$ cat src/rtl/dec_trigger_csr_if.sv
// Trigger packet type and the CSR access bus shared by the core and the trigger CSR block.
package dec_trigger_csr_pkg;
    typedef struct packed {
        logic        select;
        logic        match;
        logic        store;
        logic        load;
        logic        execute;
        logic        m;
        logic [31:0] tdata2;
    } trigger_pkt_t;
endpackage

interface dec_trigger_csr_if;
    logic        csr_wr_en;
    logic [11:0] csr_wr_addr;
    logic [31:0] csr_wr_data;
    logic [11:0] csr_rd_addr;
    logic [31:0] csr_rd_data;

    modport master (
        output csr_wr_en, csr_wr_addr, csr_wr_data, csr_rd_addr,
        input  csr_rd_data
    );

    modport slave (
        input  csr_wr_en, csr_wr_addr, csr_wr_data, csr_rd_addr,
        output csr_rd_data
    );
endinterface

$ cat src/rtl/dec_trigger_csr.sv
// Four mcontrol-style triggers: tselect/tdata1/tdata2 state, chain-pair hit
// qualification, sticky hit bits and registered debug/breakpoint requests.
module dec_trigger_csr
    import dec_trigger_csr_pkg::*;
(
    input  logic               clk,
    input  logic               rst_l,
    dec_trigger_csr_if.slave   csr,
    input  logic               dbg_mode,
    input  logic [3:0]         i0_trigger_hit_r,
    input  logic [3:0]         i1_trigger_hit_r,
    output trigger_pkt_t [3:0] trigger_pkt_any,
    output logic [3:0]         trigger_hit_r,
    output logic               dbg_trigger_req,
    output logic               brkpt_exc_req
);
    localparam logic [11:0] ADDR_TSELECT = 12'h7A0;
    localparam logic [11:0] ADDR_TDATA1  = 12'h7A1;
    localparam logic [11:0] ADDR_TDATA2  = 12'h7A2;

    logic [1:0]  r_tselect;
    logic [3:0]  r_dmode;
    logic [3:0]  r_hit;
    logic [3:0]  r_select;
    logic [3:0]  r_action;
    logic [3:0]  r_chain;
    logic [3:0]  r_match;
    logic [3:0]  r_m;
    logic [3:0]  r_execute;
    logic [3:0]  r_store;
    logic [3:0]  r_load;
    logic [31:0] r_tdata2 [4];

    logic [3:0]  r_hit_out;
    logic        r_dbg_req;
    logic        r_brk_req;

    logic        w_lock;
    logic        w_wr_tsel;
    logic        w_wr_tdata1;
    logic        w_wr_tdata2;
    logic [3:0]  w_q_i0;
    logic [3:0]  w_q_i1;
    logic [3:0]  w_q;
    logic [3:0]  w_hit_nxt;
    logic        w_dbg_nxt;
    logic        w_brk_nxt;
    logic [31:0] w_tdata1_rd;

    // A trigger owned by debug mode cannot be reprogrammed from normal mode.
    assign w_lock      = r_dmode[r_tselect] & ~dbg_mode;
    assign w_wr_tsel   = csr.csr_wr_en & (csr.csr_wr_addr == ADDR_TSELECT);
    assign w_wr_tdata1 = csr.csr_wr_en & (csr.csr_wr_addr == ADDR_TDATA1) & ~w_lock;
    assign w_wr_tdata2 = csr.csr_wr_en & (csr.csr_wr_addr == ADDR_TDATA2) & ~w_lock;

    // Chaining only pairs hits from the same retiring slot.
    always_comb begin
        w_q_i0[0] = i0_trigger_hit_r[0] & (~r_chain[0] | i0_trigger_hit_r[1]);
        w_q_i0[1] = i0_trigger_hit_r[1] & (~r_chain[0] | i0_trigger_hit_r[0]);
        w_q_i0[2] = i0_trigger_hit_r[2] & (~r_chain[2] | i0_trigger_hit_r[3]);
        w_q_i0[3] = i0_trigger_hit_r[3] & (~r_chain[2] | i0_trigger_hit_r[2]);
        w_q_i1[0] = i1_trigger_hit_r[0] & (~r_chain[0] | i1_trigger_hit_r[1]);
        w_q_i1[1] = i1_trigger_hit_r[1] & (~r_chain[0] | i1_trigger_hit_r[0]);
        w_q_i1[2] = i1_trigger_hit_r[2] & (~r_chain[2] | i1_trigger_hit_r[3]);
        w_q_i1[3] = i1_trigger_hit_r[3] & (~r_chain[2] | i1_trigger_hit_r[2]);
        w_q       = w_q_i0 | w_q_i1;
    end

    always_comb begin
        w_hit_nxt = '0;
        for (int unsigned i = 0; i < 4; i++) begin
            w_hit_nxt[i] = ((w_wr_tdata1 && (r_tselect == 2'(i))) ? csr.csr_wr_data[20] : r_hit[i])
                           | w_q[i];
        end
        w_dbg_nxt = |(w_q & r_action & r_dmode);
        w_brk_nxt = |(w_q & (~r_action | ~r_dmode));
    end

    always_ff @(posedge clk) begin
        if (!rst_l) begin
            r_tselect <= '0;
            r_dmode   <= '0;
            r_hit     <= '0;
            r_select  <= '0;
            r_action  <= '0;
            r_chain   <= '0;
            r_match   <= '0;
            r_m       <= '0;
            r_execute <= '0;
            r_store   <= '0;
            r_load    <= '0;
            for (int unsigned i = 0; i < 4; i++) begin
                r_tdata2[i] <= '0;
            end
            r_hit_out <= '0;
            r_dbg_req <= 1'b0;
            r_brk_req <= 1'b0;
        end else begin
            if (w_wr_tsel) begin
                r_tselect <= csr.csr_wr_data[1:0];
            end
            for (int unsigned i = 0; i < 4; i++) begin
                if (w_wr_tdata1 && (r_tselect == 2'(i))) begin
                    r_select[i]  <= csr.csr_wr_data[19];
                    r_action[i]  <= csr.csr_wr_data[12];
                    r_match[i]   <= csr.csr_wr_data[7];
                    r_m[i]       <= csr.csr_wr_data[6];
                    r_execute[i] <= csr.csr_wr_data[2];
                    r_store[i]   <= csr.csr_wr_data[1];
                    r_load[i]    <= csr.csr_wr_data[0];
                    if (dbg_mode) begin
                        r_dmode[i] <= csr.csr_wr_data[27];
                    end
                    if ((i % 2) == 0) begin
                        r_chain[i] <= csr.csr_wr_data[11];
                    end
                end
                if (w_wr_tdata2 && (r_tselect == 2'(i))) begin
                    r_tdata2[i] <= csr.csr_wr_data;
                end
            end
            r_hit     <= w_hit_nxt;
            r_hit_out <= w_q;
            r_dbg_req <= w_dbg_nxt;
            r_brk_req <= w_brk_nxt;
        end
    end

    assign w_tdata1_rd = {4'd2, r_dmode[r_tselect], 6'h1F, r_hit[r_tselect], r_select[r_tselect],
                          6'b0, r_action[r_tselect], r_chain[r_tselect], 3'b0, r_match[r_tselect],
                          r_m[r_tselect], 3'b0, r_execute[r_tselect], r_store[r_tselect],
                          r_load[r_tselect]};

    always_comb begin
        csr.csr_rd_data = '0;
        case (csr.csr_rd_addr)
            ADDR_TSELECT: csr.csr_rd_data = {30'b0, r_tselect};
            ADDR_TDATA1:  csr.csr_rd_data = w_tdata1_rd;
            ADDR_TDATA2:  csr.csr_rd_data = r_tdata2[r_tselect];
            default:      csr.csr_rd_data = '0;
        endcase
    end

    always_comb begin
        trigger_pkt_any = '0;
        for (int unsigned i = 0; i < 4; i++) begin
            trigger_pkt_any[i].select  = r_select[i];
            trigger_pkt_any[i].match   = r_match[i];
            trigger_pkt_any[i].m       = r_m[i];
            trigger_pkt_any[i].tdata2  = r_tdata2[i];
            trigger_pkt_any[i].execute = r_execute[i] & ~dbg_mode;
            trigger_pkt_any[i].store   = r_store[i] & ~dbg_mode;
            trigger_pkt_any[i].load    = r_load[i] & ~dbg_mode;
        end
    end

    assign trigger_hit_r   = r_hit_out;
    assign dbg_trigger_req = r_dbg_req;
    assign brkpt_exc_req   = r_brk_req;

endmodule
$ cat src/flat_wrapper.sv
// flat-port wrapper written by rule: the top's interface ports become plain ports
module dec_trigger_csr_flat import dec_trigger_csr_pkg::*;
  (clk, rst_l, dbg_mode, i0_trigger_hit_r, i1_trigger_hit_r, trigger_pkt_any, trigger_hit_r, dbg_trigger_req, brkpt_exc_req, csr_csr_wr_en, csr_csr_wr_addr, csr_csr_wr_data, csr_csr_rd_addr, csr_csr_rd_data);
  dec_trigger_csr_if csr_i ();
  input  logic clk;
  input  logic rst_l;
  input  logic dbg_mode;
  input  logic [3:0] i0_trigger_hit_r;
  input  logic [3:0] i1_trigger_hit_r;
  output trigger_pkt_t [3:0] trigger_pkt_any;
  output logic [3:0] trigger_hit_r;
  output logic dbg_trigger_req;
  output logic brkpt_exc_req;
  input wire logic [$bits(csr_i.csr_wr_en)-1:0] csr_csr_wr_en;
  input wire logic [$bits(csr_i.csr_wr_addr)-1:0] csr_csr_wr_addr;
  input wire logic [$bits(csr_i.csr_wr_data)-1:0] csr_csr_wr_data;
  input wire logic [$bits(csr_i.csr_rd_addr)-1:0] csr_csr_rd_addr;
  output wire logic [$bits(csr_i.csr_rd_data)-1:0] csr_csr_rd_data;
  assign csr_i.csr_wr_en = csr_csr_wr_en;
  assign csr_i.csr_wr_addr = csr_csr_wr_addr;
  assign csr_i.csr_wr_data = csr_csr_wr_data;
  assign csr_i.csr_rd_addr = csr_csr_rd_addr;
  assign csr_csr_rd_data = csr_i.csr_rd_data;
  dec_trigger_csr u_core (.clk(clk), .rst_l(rst_l), .csr(csr_i), .dbg_mode(dbg_mode), .i0_trigger_hit_r(i0_trigger_hit_r), .i1_trigger_hit_r(i1_trigger_hit_r), .trigger_pkt_any(trigger_pkt_any), .trigger_hit_r(trigger_hit_r), .dbg_trigger_req(dbg_trigger_req), .brkpt_exc_req(brkpt_exc_req));
endmodule
$ cat config.mk
export PLATFORM = sky130hd
export DESIGN_NAME = dec_trigger_csr_flat
export DESIGN_NICKNAME = d
export VERILOG_FILES = /design/src/rtl/dec_trigger_csr_if.sv /design/src/rtl/dec_trigger_csr.sv /design/src/flat_wrapper.sv
export SDC_FILE = /design/constraint.sdc
export NUM_CORES = 1
export LEC_CHECK = 0
export CELL_PAD_IN_SITES_DETAIL_PLACEMENT = 0
export CELL_PAD_IN_SITES_GLOBAL_PLACEMENT = 1
export CORE_ASPECT_RATIO = 1.5
export CORE_MARGIN = 2
export CORE_UTILIZATION = 34
export CTS_BUF_LIST = sky130_fd_sc_hd__clkbuf_2
export DETAILED_ROUTE_END_ITERATION = 8
export GPL_ROUTABILITY_DRIVEN = 0
export PLACE_DENSITY = 0.78
export SLEW_MARGIN = 20
export SYNTH_ARGS = -nofsm -noshare
export SYNTH_HDL_FRONTEND = slang
export SYNTH_SLANG_ARGS = --single-unit
$ cat constraint.sdc
create_clock -name clk -period 2.7 [get_ports clk]
set_input_delay 0.27 -clock clk [delete_from_list [all_inputs] [get_ports clk]]
set_output_delay 0.27 -clock clk [all_outputs]
set_load 0.02 [all_outputs]
==> flow_summary_export.csv, run 1 <==
group,metric,value,unit
status,run_status,"finished clean",
yosys,synth-edff-count,128,
cells_and_area,multi_input_area,3180,um2
grt,grt.total_usage,22.7,%
floorplanning,die_area,25400,um2
grt,grt_antenna_before_repair,1,
worst_setup_path,end_kind,"output port",
timing,rsz0062_at_grt,"yes",
placed_design,postPlaceCellArea,11300,um2
worst_setup_path,critPathArrivalTime,2.35,ns
route,wl,28.6,mm
worst_setup_path,cp_max_fo,5,
worst_setup_path,path_delay_family,"multiplexers",
power,switchingPower,0.00130,W
floorplanning,initial_core_util,34.6,%
timing,setup_viol,0,
cells_and_area,drive_gt1_share,20.4,%
cells_and_area,nets,1043,
hold_path,min-delay-path-class,"input port to flip-flop",
timing,max_freq,382,MHz
yosys,ys.flop_type,"edfxtp_1",
timing,tns,0,ns
hold_path,hold_start,"csr_csr_wr_data[11]",
cells_and_area,finish.instance_area,11800,um2
timing,period_needed,2.62,ns
yosys,synth.area.top_cells,"edfxtp_1 (47%), dfxtp_1 (12%), mux4_2 (11%)",
clocking,clkSlewWorstSetupHoldPaths,0.26,ns
worst_setup_path,critical_path_class,"flip-flop to output port",
placed_design,port_buffers,257,
floorplanning,chipHeight,194,um
yosys,ys_ff_latch,176,
power,p_leak,4.12,nW
route,drtAntennaViolNets,0,
power,p_per_area,421,nW/um2
yosys,synth.top_cell.area_share,46.8,%
timing,finalHoldViolCount,0,
clocking,clock_latency,0.78,ns
clocking,clock-root-buffer,"clkbuf_2",
worst_setup_path,critPathLaunchType,"flip-flop",
floorplanning,die_w,131,um
power,peakVddDrop,0.288,mV
worst_setup_path,r2r-start,"u_core.r_tselect[1]$_SDFFE_PN0P_",
clocking,cts.sinks,176,
timing,fin_skew,0.0320,ns
route,drcViolationCount,0,
timing,worst_pin_slew,0.713,ns
worst_setup_path,cp_num_buf_inv,3,
yosys,ys_warn_count,0,
route,via_per_inst,5.31,
yosys,syn-cell-area,8210,um2
cells_and_area,regArea,4820,um2
power,clkPwrFrac,27.8,%
power,comb_power_share,11.6,%
timing,slew_headroom,52.1,%
route,dr_total_vias,6948,
power,p_int,0.00365,W
worst_setup_path,slowest_stage,"mux4_2",
floorplanning,core,23700,um2
yosys,post_synth.cell_area_avg,11.8,um2
timing,finalCritPeriodShare,96.9,%
cells_and_area,area_growth,43.3,%
yosys,syn-num-nets,762,
grt,grt_pass1_vias,7022,
timing,fin_ws,0.0849,ns
power,switching_share,26.3,%
route,drt_iter0_markers,556,
timing,maxSlewViolCount,0,
worst_setup_path,required,2.43,ns
grt,grt_overflow,0,
power,power,0.00495,W
power,p_seq_share,60.6,%
grt,grt_pass1_wl,42.4,mm
worst_setup_path,rrSetupSlack,0.60,ns
clocking,cts_tree,"done",
job,max_cap_violations,0,
clocking,cts_made_buffers,17,
yosys,ys_seq_area_share,58.6,%
route,wire_per_inst,21.9,um
clocking,clk_path_buf_depth,2,
grt,grt_max_degree,28,
worst_setup_path,path_common_cell,"buf_6",
cells_and_area,fill_cells,2203,
cells_and_area,final_core_util,49.5,%
worst_setup_path,crit_chain,"buf_6, buf_12, mux4_2, and3_4, buf_6",
route,drt_first_pass_iters,5,
yosys,yosysUniqueCellTypes,53,
clocking,h-tree-depth,4,
floorplanning,ioPinCount,258,
yosys,async_flop_share,0,%
placed_design,dp_hpwl,20.8,mm
yosys,postSynthCellCount,694,
worst_setup_path,slowest_delay,0.53,ns
placed_design,post-place-ws,-0.367,ns
yosys,yosysTopAreaCell,"edfxtp_1",
floorplanning,rows,69,
==> layer usage <==
layer	wire, um	global-route usage [%]
met5	0	0
met4	918	8.87
met3	1790	4.94
met2	15400	41.0
met1	10500	25.6
==> layout by cell type (no fill, tap or decap), drive strengths merged, types with 2 or more instances in the layout <==
cell,synthesis,final
bufinv,0,2
clkdlybuf4s15,0,2
mux2i,6,6
nand3,49,49
o21ai,45,45
nor2,136,136
and2,7,7
edfxtp,128,128
clkbuf,21,18
mux4,39,39
and3,20,20
clkdlybuf4s50,0,224
nand4,10,10
nor4,2,2
nand2,55,55
o31a,4,4
dfxtp,48,48
a21oi,38,38
and3b,2,2
clkinv,0,7
a22oi,2,2
nor2b,15,15
a21boi,4,4
o21a,2,2
o31ai,2,2
inv,11,16
and4,2,2
buf,28,83
mux2,2,2
==> final cells by class <==
cell class	instances	share of cell area, %
inverter	11	0.351
timing repair buffer	311	26.3
multi-input combinational	458	27.0
clock inverter	15	1.19
tap	319	3.39
clock buffer	17	0.724
sequential	176	41.0
antenna	1	0.0213
==> registers in the layout (all words and copies together) (netlist names), named ones only <==
name / cells
u_core.brkpt_exc_req: 1
u_core.dbg_trigger_req: 1
u_core.r_action: 4
u_core.r_chain: 2
u_core.r_dmode: 4
u_core.r_execute: 4
u_core.r_hit: 4
u_core.r_load: 4
u_core.r_m: 4
u_core.r_match: 4
u_core.r_select: 4
u_core.r_store: 4
u_core.r_tdata2: 128
u_core.r_tselect: 2
u_core.trigger_hit_r: 4
==> power groups by stage <==
stage / sequential (W) / combinational, W / clock, W
after floorplan: 0.00314 / 0.000133 / 0
after global placement: 0.00306 / 0.000571 / 0
after detailed placement: 0.00306 / 0.000570 / 0
after CTS: 0.00300 / 0.000575 / 0.00141
after global routing: 0.00301 / 0.000604 / 0.00151
final: 0.00300 / 0.000572 / 0.00137
==> cell usage after synthesis, types with 6 or more instances <==
library cell and instances:
a21oi_1 38, and2_1 7, and3_1 20, buf_2 10, buf_6 13, clkbuf_1 20
dfxtp_1 48, edfxtp_1 128, inv_1 10, mux2i_1 6, mux4_2 39, nand2_1 55
nand3_1 45, nand4_1 10, nor2_1 135, nor2b_1 15, o21ai_0 40
==> repair_timing <==
action / 4_1_cts / 5_1_grt
cloned: 2 / 0
setup endpoints to repair: 32 / 30
buffers inserted: 4 / 1
hold buffers: 1 / 0
pin swaps: 4 / 8
endpoints found under the hold margin: 20 / 0
gates resized for setup: 163 / 41
==> logic make-up after synthesis <==
logic type	after synthesis	share of synthesized area [%]
AOI/OAI and AO/OA	105	7.72
buffers and inverters	60	4.24
and+or+nand+nor	306	17.7
DFF	176	58.6
muxes	47	11.8
==> path summary, 6_finish.rpt <==
path,cells after the start,to
worst max-delay path,5,csr_csr_rd_data[14]
worst min-delay path,3,u_core.r_chain[0]$_SDFFE_PN0N_
worst max register to register,5,u_core.r_tdata2[3][11]$_SDFFCE_PN0P_
worst min register to register,2,u_core.r_store[1]$_SDFFE_PN0N_
==> worst register-to-register path, cell delays in order, from the launching register on <==
cell,delay (ns)
dfxtp_4,0.47
mux2_4,0.34
a311oi_4,0.45
nand3_2,0.18
nand2_2,0.14
buf_4,0.24
==> through the flow <==
step / std cells / hold slack [ns]
6_report: 1308 / 0.123
5_1_grt: 1308 / 0.0544
4_1_cts: 1307 / 0.0445
3_5_place_dp: 1268 / 0.478
3_3_place_gp: 1268 / 0.479
2_1_floorplan: 694 / 0.415
Note: power is estimated with default switching activity, not from simulation.
==> run 2: changes to the inputs <==
--- a/config.mk
+++ b/config.mk
@@ -9,11 +9,12 @@
 export CELL_PAD_IN_SITES_GLOBAL_PLACEMENT = 1
 export CORE_ASPECT_RATIO = 1.5
 export CORE_MARGIN = 2
-export CORE_UTILIZATION = 34
+export CORE_UTILIZATION = 35
 export CTS_BUF_LIST = sky130_fd_sc_hd__clkbuf_2
 export DETAILED_ROUTE_END_ITERATION = 8
+export DONT_BUFFER_PORTS = 1
 export GPL_ROUTABILITY_DRIVEN = 0
-export PLACE_DENSITY = 0.78
+export PLACE_DENSITY = 0.59
 export SLEW_MARGIN = 20
 export SYNTH_ARGS = -nofsm -noshare
 export SYNTH_HDL_FRONTEND = slang
==> constraint.sdc (replaced) <==
create_clock -name clk -period 2.95 [get_ports clk]
set_input_delay 0.295 -clock clk [delete_from_list [all_inputs] [get_ports clk]]
set_output_delay 0.295 -clock clk [all_outputs]
set_load 0.02 [all_outputs]
==> flow_summary_export.csv, run 2 (synthesized netlist as in run 1, its figures left out) <==
group,metric,value,unit
cells_and_area,finish.instance_area,9650,um2
worst_setup_path,slowest_stage,"dfxtp_2",
timing,tns,0,ns
clocking,cts_tree,"done",
floorplanning,ioPinCount,258,
timing,setup_viol,0,
grt,grt_pass1_wl,39.3,mm
timing,finalHoldViolCount,0,
worst_setup_path,r2r-start,"u_core.r_tselect[0]$_SDFFE_PN0P_",
worst_setup_path,slowest_delay,0.69,ns
grt,grt_overflow,0,
grt,grt.total_usage,21.8,%
route,drcViolationCount,0,
floorplanning,initial_core_util,35.6,%
worst_setup_path,r2r_cells,8,
clocking,cts_made_buffers,17,
placed_design,dp.cells,1001,
hold_path,hold_start,"csr_csr_wr_addr[1]",
route,drtAntennaViolNets,0,
worst_setup_path,cp_max_fo,15,
floorplanning,core,23100,um2
power,peakVddDrop,0.182,mV
cells_and_area,nets,843,
clocking,clkSlewWorstSetupHoldPaths,0.26,ns
cells_and_area,final_cells,1104,
timing,maxSlewViolCount,0,
clocking,clock-root-buffer,"clkbuf_2",
cells_and_area,fill_cells,2217,
hold_path,min_to,"u_core.r_select[3]$_SDFFE_PN0N_",
worst_setup_path,cp_num_buf_inv,2,
cells_and_area,final_common_cell,"nor2_1",
hold_path,min-delay-path-class,"input port to flip-flop",
placed_design,postPlaceCellArea,8670,um2
timing,slew_headroom,33.8,%
power,p_leak,3.36,nW
cells_and_area,largest_reg_flops,128,
grt,grt_max_degree,49,
worst_setup_path,critical_path_class,"flip-flop to output port",
grt,grt_antenna_before_repair,1,
power,p_per_area,466,nW/um2
timing,rsz0062_at_grt,"no",
timing,fin_ws,0.200,ns
cells_and_area,layout_common_cells,"nor2_1 (135), edfxtp_1 (128), dlygate4sd3_1 (63)",
cells_and_area,regMostFlops,"u_core.r_tdata2",
job,max_cap_violations,0,
cells_and_area,drive_gt1_share,18.3,%
placed_design,post-place-ws,0.536,ns
cells_and_area,multi_input_area,3070,um2
worst_setup_path,required,2.65,ns
timing,worst_pin_slew,0.993,ns
floorplanning,chipHeight,192,um
timing,period_needed,2.75,ns
worst_setup_path,crit_chain,"buf_4, mux4_2, nand3_1, o31ai_1, buf_4",
worst_setup_path,path_common_cell,"buf_4",
worst_setup_path,rr_endpoint,"u_core.r_action[1]$_SDFFE_PN0N_",
clocking,cts.sinks,176,
route,drt_iter0_markers,327,
timing,fin_skew,0.0351,ns
timing,max_freq,364,MHz
clocking,clk_path_buf_depth,2,
floorplanning,die_w,129,um
grt,grt_pass1_vias,6480,
route,via_per_inst,5.55,
clocking,h-tree-depth,4,
route,drt_first_pass_iters,4,
route,wl,27.1,mm
route,dr_total_vias,6126,
worst_setup_path,end_kind,"output port",
cells_and_area,area_growth,17.7,%
floorplanning,rows,68,
clocking,clock_latency,0.78,ns
cells_and_area,final_core_util,41.9,%
worst_setup_path,path_delay_family,"flip-flops",
worst_setup_path,critPathLaunchType,"flip-flop",
placed_design,dp_hpwl,18.6,mm
status,run_status,"finished clean",
worst_setup_path,rrSetupSlack,0.22,ns
route,wire_per_inst,24.5,um
placed_design,port_buffers,0,
worst_setup_path,critPathArrivalTime,2.46,ns
cells_and_area,regArea,4810,um2
hold_path,hold_depth,5,
floorplanning,die_area,24700,um2
timing,finalCritPeriodShare,93.2,%
## run 2: cell count changes in the layout (fill, tap and decap cells not counted), sizes merged, moves of 3 or more
| cell | change |
|---|---|
| clkinv | -3 |
| clkbuf | +3 |
| clkdlybuf4s50 | -224 |
| dlygate4sd3 | +62 |
| buf | -35 |
| inv | -3 |
## run 2: worst reg2reg max path: cells and delay by family (launching register included)
family	cells	cell delay, ns
buffers and inverters	4	1.62
flip-flops	1	0.43
AND/OR/NAND/NOR	2	0.36
AO/OA/AOI/OAI	2	0.33
## run 2: metrics by stage
step / hold slack (ns) / power (W)
floorplan: 0.440 / 0.00299
global placement: 0.430 / 0.00307
detailed placement: 0.430 / 0.00307
CTS: 0.00328 / 0.00455
global route: 0.0523 / 0.00466
finish: 0.100 / 0.00450
## run 2: layout make-up
cell class / count / area share, %
Inverter: 11 / 0.428
Antenna cell: 1 / 0.0259
Multi-Input combinational cell: 458 / 31.8
Tap cell: 315 / 4.08
Timing Repair Buffer: 111 / 11.0
Sequential cell: 176 / 49.9
Clock buffer: 21 / 1.09
Clock inverter: 11 / 1.67
## run 2: worst max-delay path by stage
stage / endpoint / slack, ns / depth (start not counted)
after floorplan: u_core.r_tdata2[0][0]$_SDFFCE_PN0P_ / 0.34 / 6
after global placement: csr_csr_rd_data[20] / 0.57 / 6
after detailed placement: csr_csr_rd_data[20] / 0.54 / 6
after CTS: csr_csr_rd_data[0] / 0.02 / 6
after global routing: csr_csr_rd_data[0] / 0.02 / 6
final: csr_csr_rd_data[11] / 0.20 / 5
## run 2: where the power goes
part	switching (W)	internal (W)	leakage, nW
logic	0.000152	0.000109	1.47
clock network	0.000828	0.000567	0.162
registers	0.000130	0.00271	1.73
total	0.00111	0.00339	3.36
## run 2: what timing repair did
| item | CTS | global route |
|---|---|---|
| pin swaps | 0 | 0 |
| setup endpoints to repair | 13 | 3 |
| cloned | 0 | 0 |
| gates resized for setup | 3 | 2 |
| hold buffers | 64 | 0 |
| setup buffers | 0 | 6 |
| hold endpoints to repair | 258 | 0 |
## run 2: routing by layer
metal / wire, um / part of all wire, % / global-route usage (%)
met3: 2120 / 7.8 / 6.52
met1: 9400 / 35 / 23.0
met4: 616 / 2.3 / 7.78
met2: 15000 / 55 / 40.6
met5: 0 / 0 / 0
==> run 3: changes to the inputs <==
--- a/config.mk
+++ b/config.mk
@@ -5,8 +5,6 @@
 export SDC_FILE = /design/constraint.sdc
 export NUM_CORES = 1
 export LEC_CHECK = 0
-export CELL_PAD_IN_SITES_DETAIL_PLACEMENT = 0
-export CELL_PAD_IN_SITES_GLOBAL_PLACEMENT = 1
 export CORE_ASPECT_RATIO = 1.5
 export CORE_MARGIN = 2
 export CORE_UTILIZATION = 35
@@ -14,7 +12,8 @@
 export DETAILED_ROUTE_END_ITERATION = 8
 export DONT_BUFFER_PORTS = 1
 export GPL_ROUTABILITY_DRIVEN = 0
-export PLACE_DENSITY = 0.59
+export MAX_ROUTING_LAYER = met4
+export PLACE_DENSITY = 0.48
 export SLEW_MARGIN = 20
 export SYNTH_ARGS = -nofsm -noshare
 export SYNTH_HDL_FRONTEND = slang
==> flow_summary_export.csv, run 3 (synthesized netlist as in run 1, its figures left out) <==
group,metric,value,unit
status,run_status,"finished clean",
hold_path,min-delay-path-class,"input port to flip-flop",
grt,grt_overflow,0,
worst_setup_path,path_common_cell,"buf_4",
timing,fin_skew,0.0417,ns
worst_setup_path,end_kind,"output port",
grt,grt.total_usage,22.3,%
floorplanning,die_w,129,um
route,drt_iter0_markers,424,
worst_setup_path,rrSetupSlack,0.34,ns
timing,finalHoldViolCount,0,
worst_setup_path,critPathLaunchType,"flip-flop",
cells_and_area,drive_gt1_share,17.2,%
clocking,cts_tree,"done",
worst_setup_path,critical_path_class,"flip-flop to output port",
route,wl,26.3,mm
cells_and_area,area_growth,16.3,%
timing,maxSlewViolCount,0,
cells_and_area,layout_common_cells,"nor2_1 (135), edfxtp_1 (128), dlygate4sd3_1 (61)",
clocking,cts_made_buffers,17,
cells_and_area,final_common_cell,"nor2_1",
worst_setup_path,slowest_stage,"dfxtp_2",
placed_design,dp_hpwl,18.0,mm
worst_setup_path,cp_max_fo,13,
grt,grt_pass1_vias,6321,
timing,setup_viol,0,
route,dr_total_vias,5944,
power,peakVddDrop,0.215,mV
floorplanning,initial_core_util,35.6,%
grt,grt_pass1_wl,39.0,mm
placed_design,port_buffers,0,
grt,grt_antenna_before_repair,1,
worst_setup_path,crit_chain,"buf_4, mux4_2, inv_1, o21ai_0, buf_4",
cells_and_area,nets,828,
power,p_leak,3.28,nW
clocking,clock_latency,0.79,ns
timing,tns,0,ns
floorplanning,die_area,24700,um2
worst_setup_path,critPathArrivalTime,2.48,ns
floorplanning,core,23100,um2
cells_and_area,largest_reg_flops,128,
job,max_cap_violations,0,
timing,worst_pin_slew,0.750,ns
floorplanning,chipHeight,192,um
route,wire_per_inst,24.1,um
clocking,clkSlewWorstSetupHoldPaths,0.24,ns
timing,slew_headroom,50.0,%
route,drcViolationCount,0,
grt,grt_max_degree,49,
clocking,h-tree-depth,4,
floorplanning,ioPinCount,258,
floorplanning,rows,68,
timing,hold_ws,0.0864,ns
clocking,clock-root-buffer,"clkbuf_2",
timing,finalCritPeriodShare,94.0,%
worst_setup_path,required,2.65,ns
clocking,clk_path_buf_depth,2,
route,drt_first_pass_iters,5,
clocking,cts.sinks,176,
worst_setup_path,slowest_delay,0.52,ns
timing,period_needed,2.77,ns
route,via_per_inst,5.46,
route,drtAntennaViolNets,0,
timing,rsz0062_at_grt,"no",
timing,max_freq,361,MHz
cells_and_area,regMostFlops,"u_core.r_tdata2",
power,p_per_area,464,nW/um2
-- run 3: critical path: cells and delay by family (launching register included) --
family          cells  cell delay, ns
buf+inv             3            0.56
flops               1            0.52
mux                 1            0.52
compound gates      1            0.10
-- run 3: area by class of cell --
type	count	area, um2
sequential	176	4810
inverter	11	41.3
multi-input combinational	458	3080
timing repair buffer	96	960
tap	315	394
fill	2263	13500
antenna	1	2.50
clock inverter	15	169
clock buffer	17	85.1
-- run 3: timing repair --
item                                    CTS  global route
endpoints found under the hold margin   281             0
gates resized for setup                   5             1
setup buffers                             0             2
hold buffers                             62             0
endpoints found under the setup margin    8             2
-- run 3: where the power goes --
group / switching (W) / leakage [nW] / total (W) / internal, W
registers: 0.000129 / 1.73 / 0.00284 / 0.00271
logic: 0.000154 / 1.40 / 0.000264 / 0.000111
clock network: 0.000856 / 0.149 / 0.00132 / 0.000469
-- run 3: routing by layer --
layer	global-route usage [%]	vias up	wire length, um
met4	6.77	0	456
li1	-	2679	-
met1	23.9	2974	9600
met2	39.6	261	14100
met3	6.55	30	2170
met5	-	-	0
-- run 3: path summary, 6_finish.rpt --
path,from,endpoint,cells after the start
min,csr_csr_wr_addr[6],u_core.r_load[0]$_SDFFE_PN0N_,4
max,u_core.r_tselect[0]$_SDFFE_PN0P_,csr_csr_rd_data[20],5
max reg2reg,u_core.r_tselect[1]$_SDFFE_PN0P_,u_core.r_hit[2]$_SDFF_PN0_,7
min reg2reg,u_core.r_load[0]$_SDFFE_PN0N_,u_core.r_load[0]$_SDFFE_PN0N_,2
-- run 3: metrics by stage --
stage / setup slack [ns] / cell area, um2 / cells / total power (W) / utilization, %
6_report: 0.177 / 9540 / 1089 / 0.00443 / 41.4
3_3_place_gp: 0.491 / 8620 / 992 / 0.00307 / 37.4
4_1_cts: 0.0571 / 9520 / 1086 / 0.00449 / 41.3
5_1_grt: 0.00155 / 9540 / 1089 / 0.00461 / 41.4
3_5_place_dp: 0.523 / 8620 / 992 / 0.00307 / 37.4
2_1_floorplan: 0.342 / 8210 / 694 / 0.00299 / -
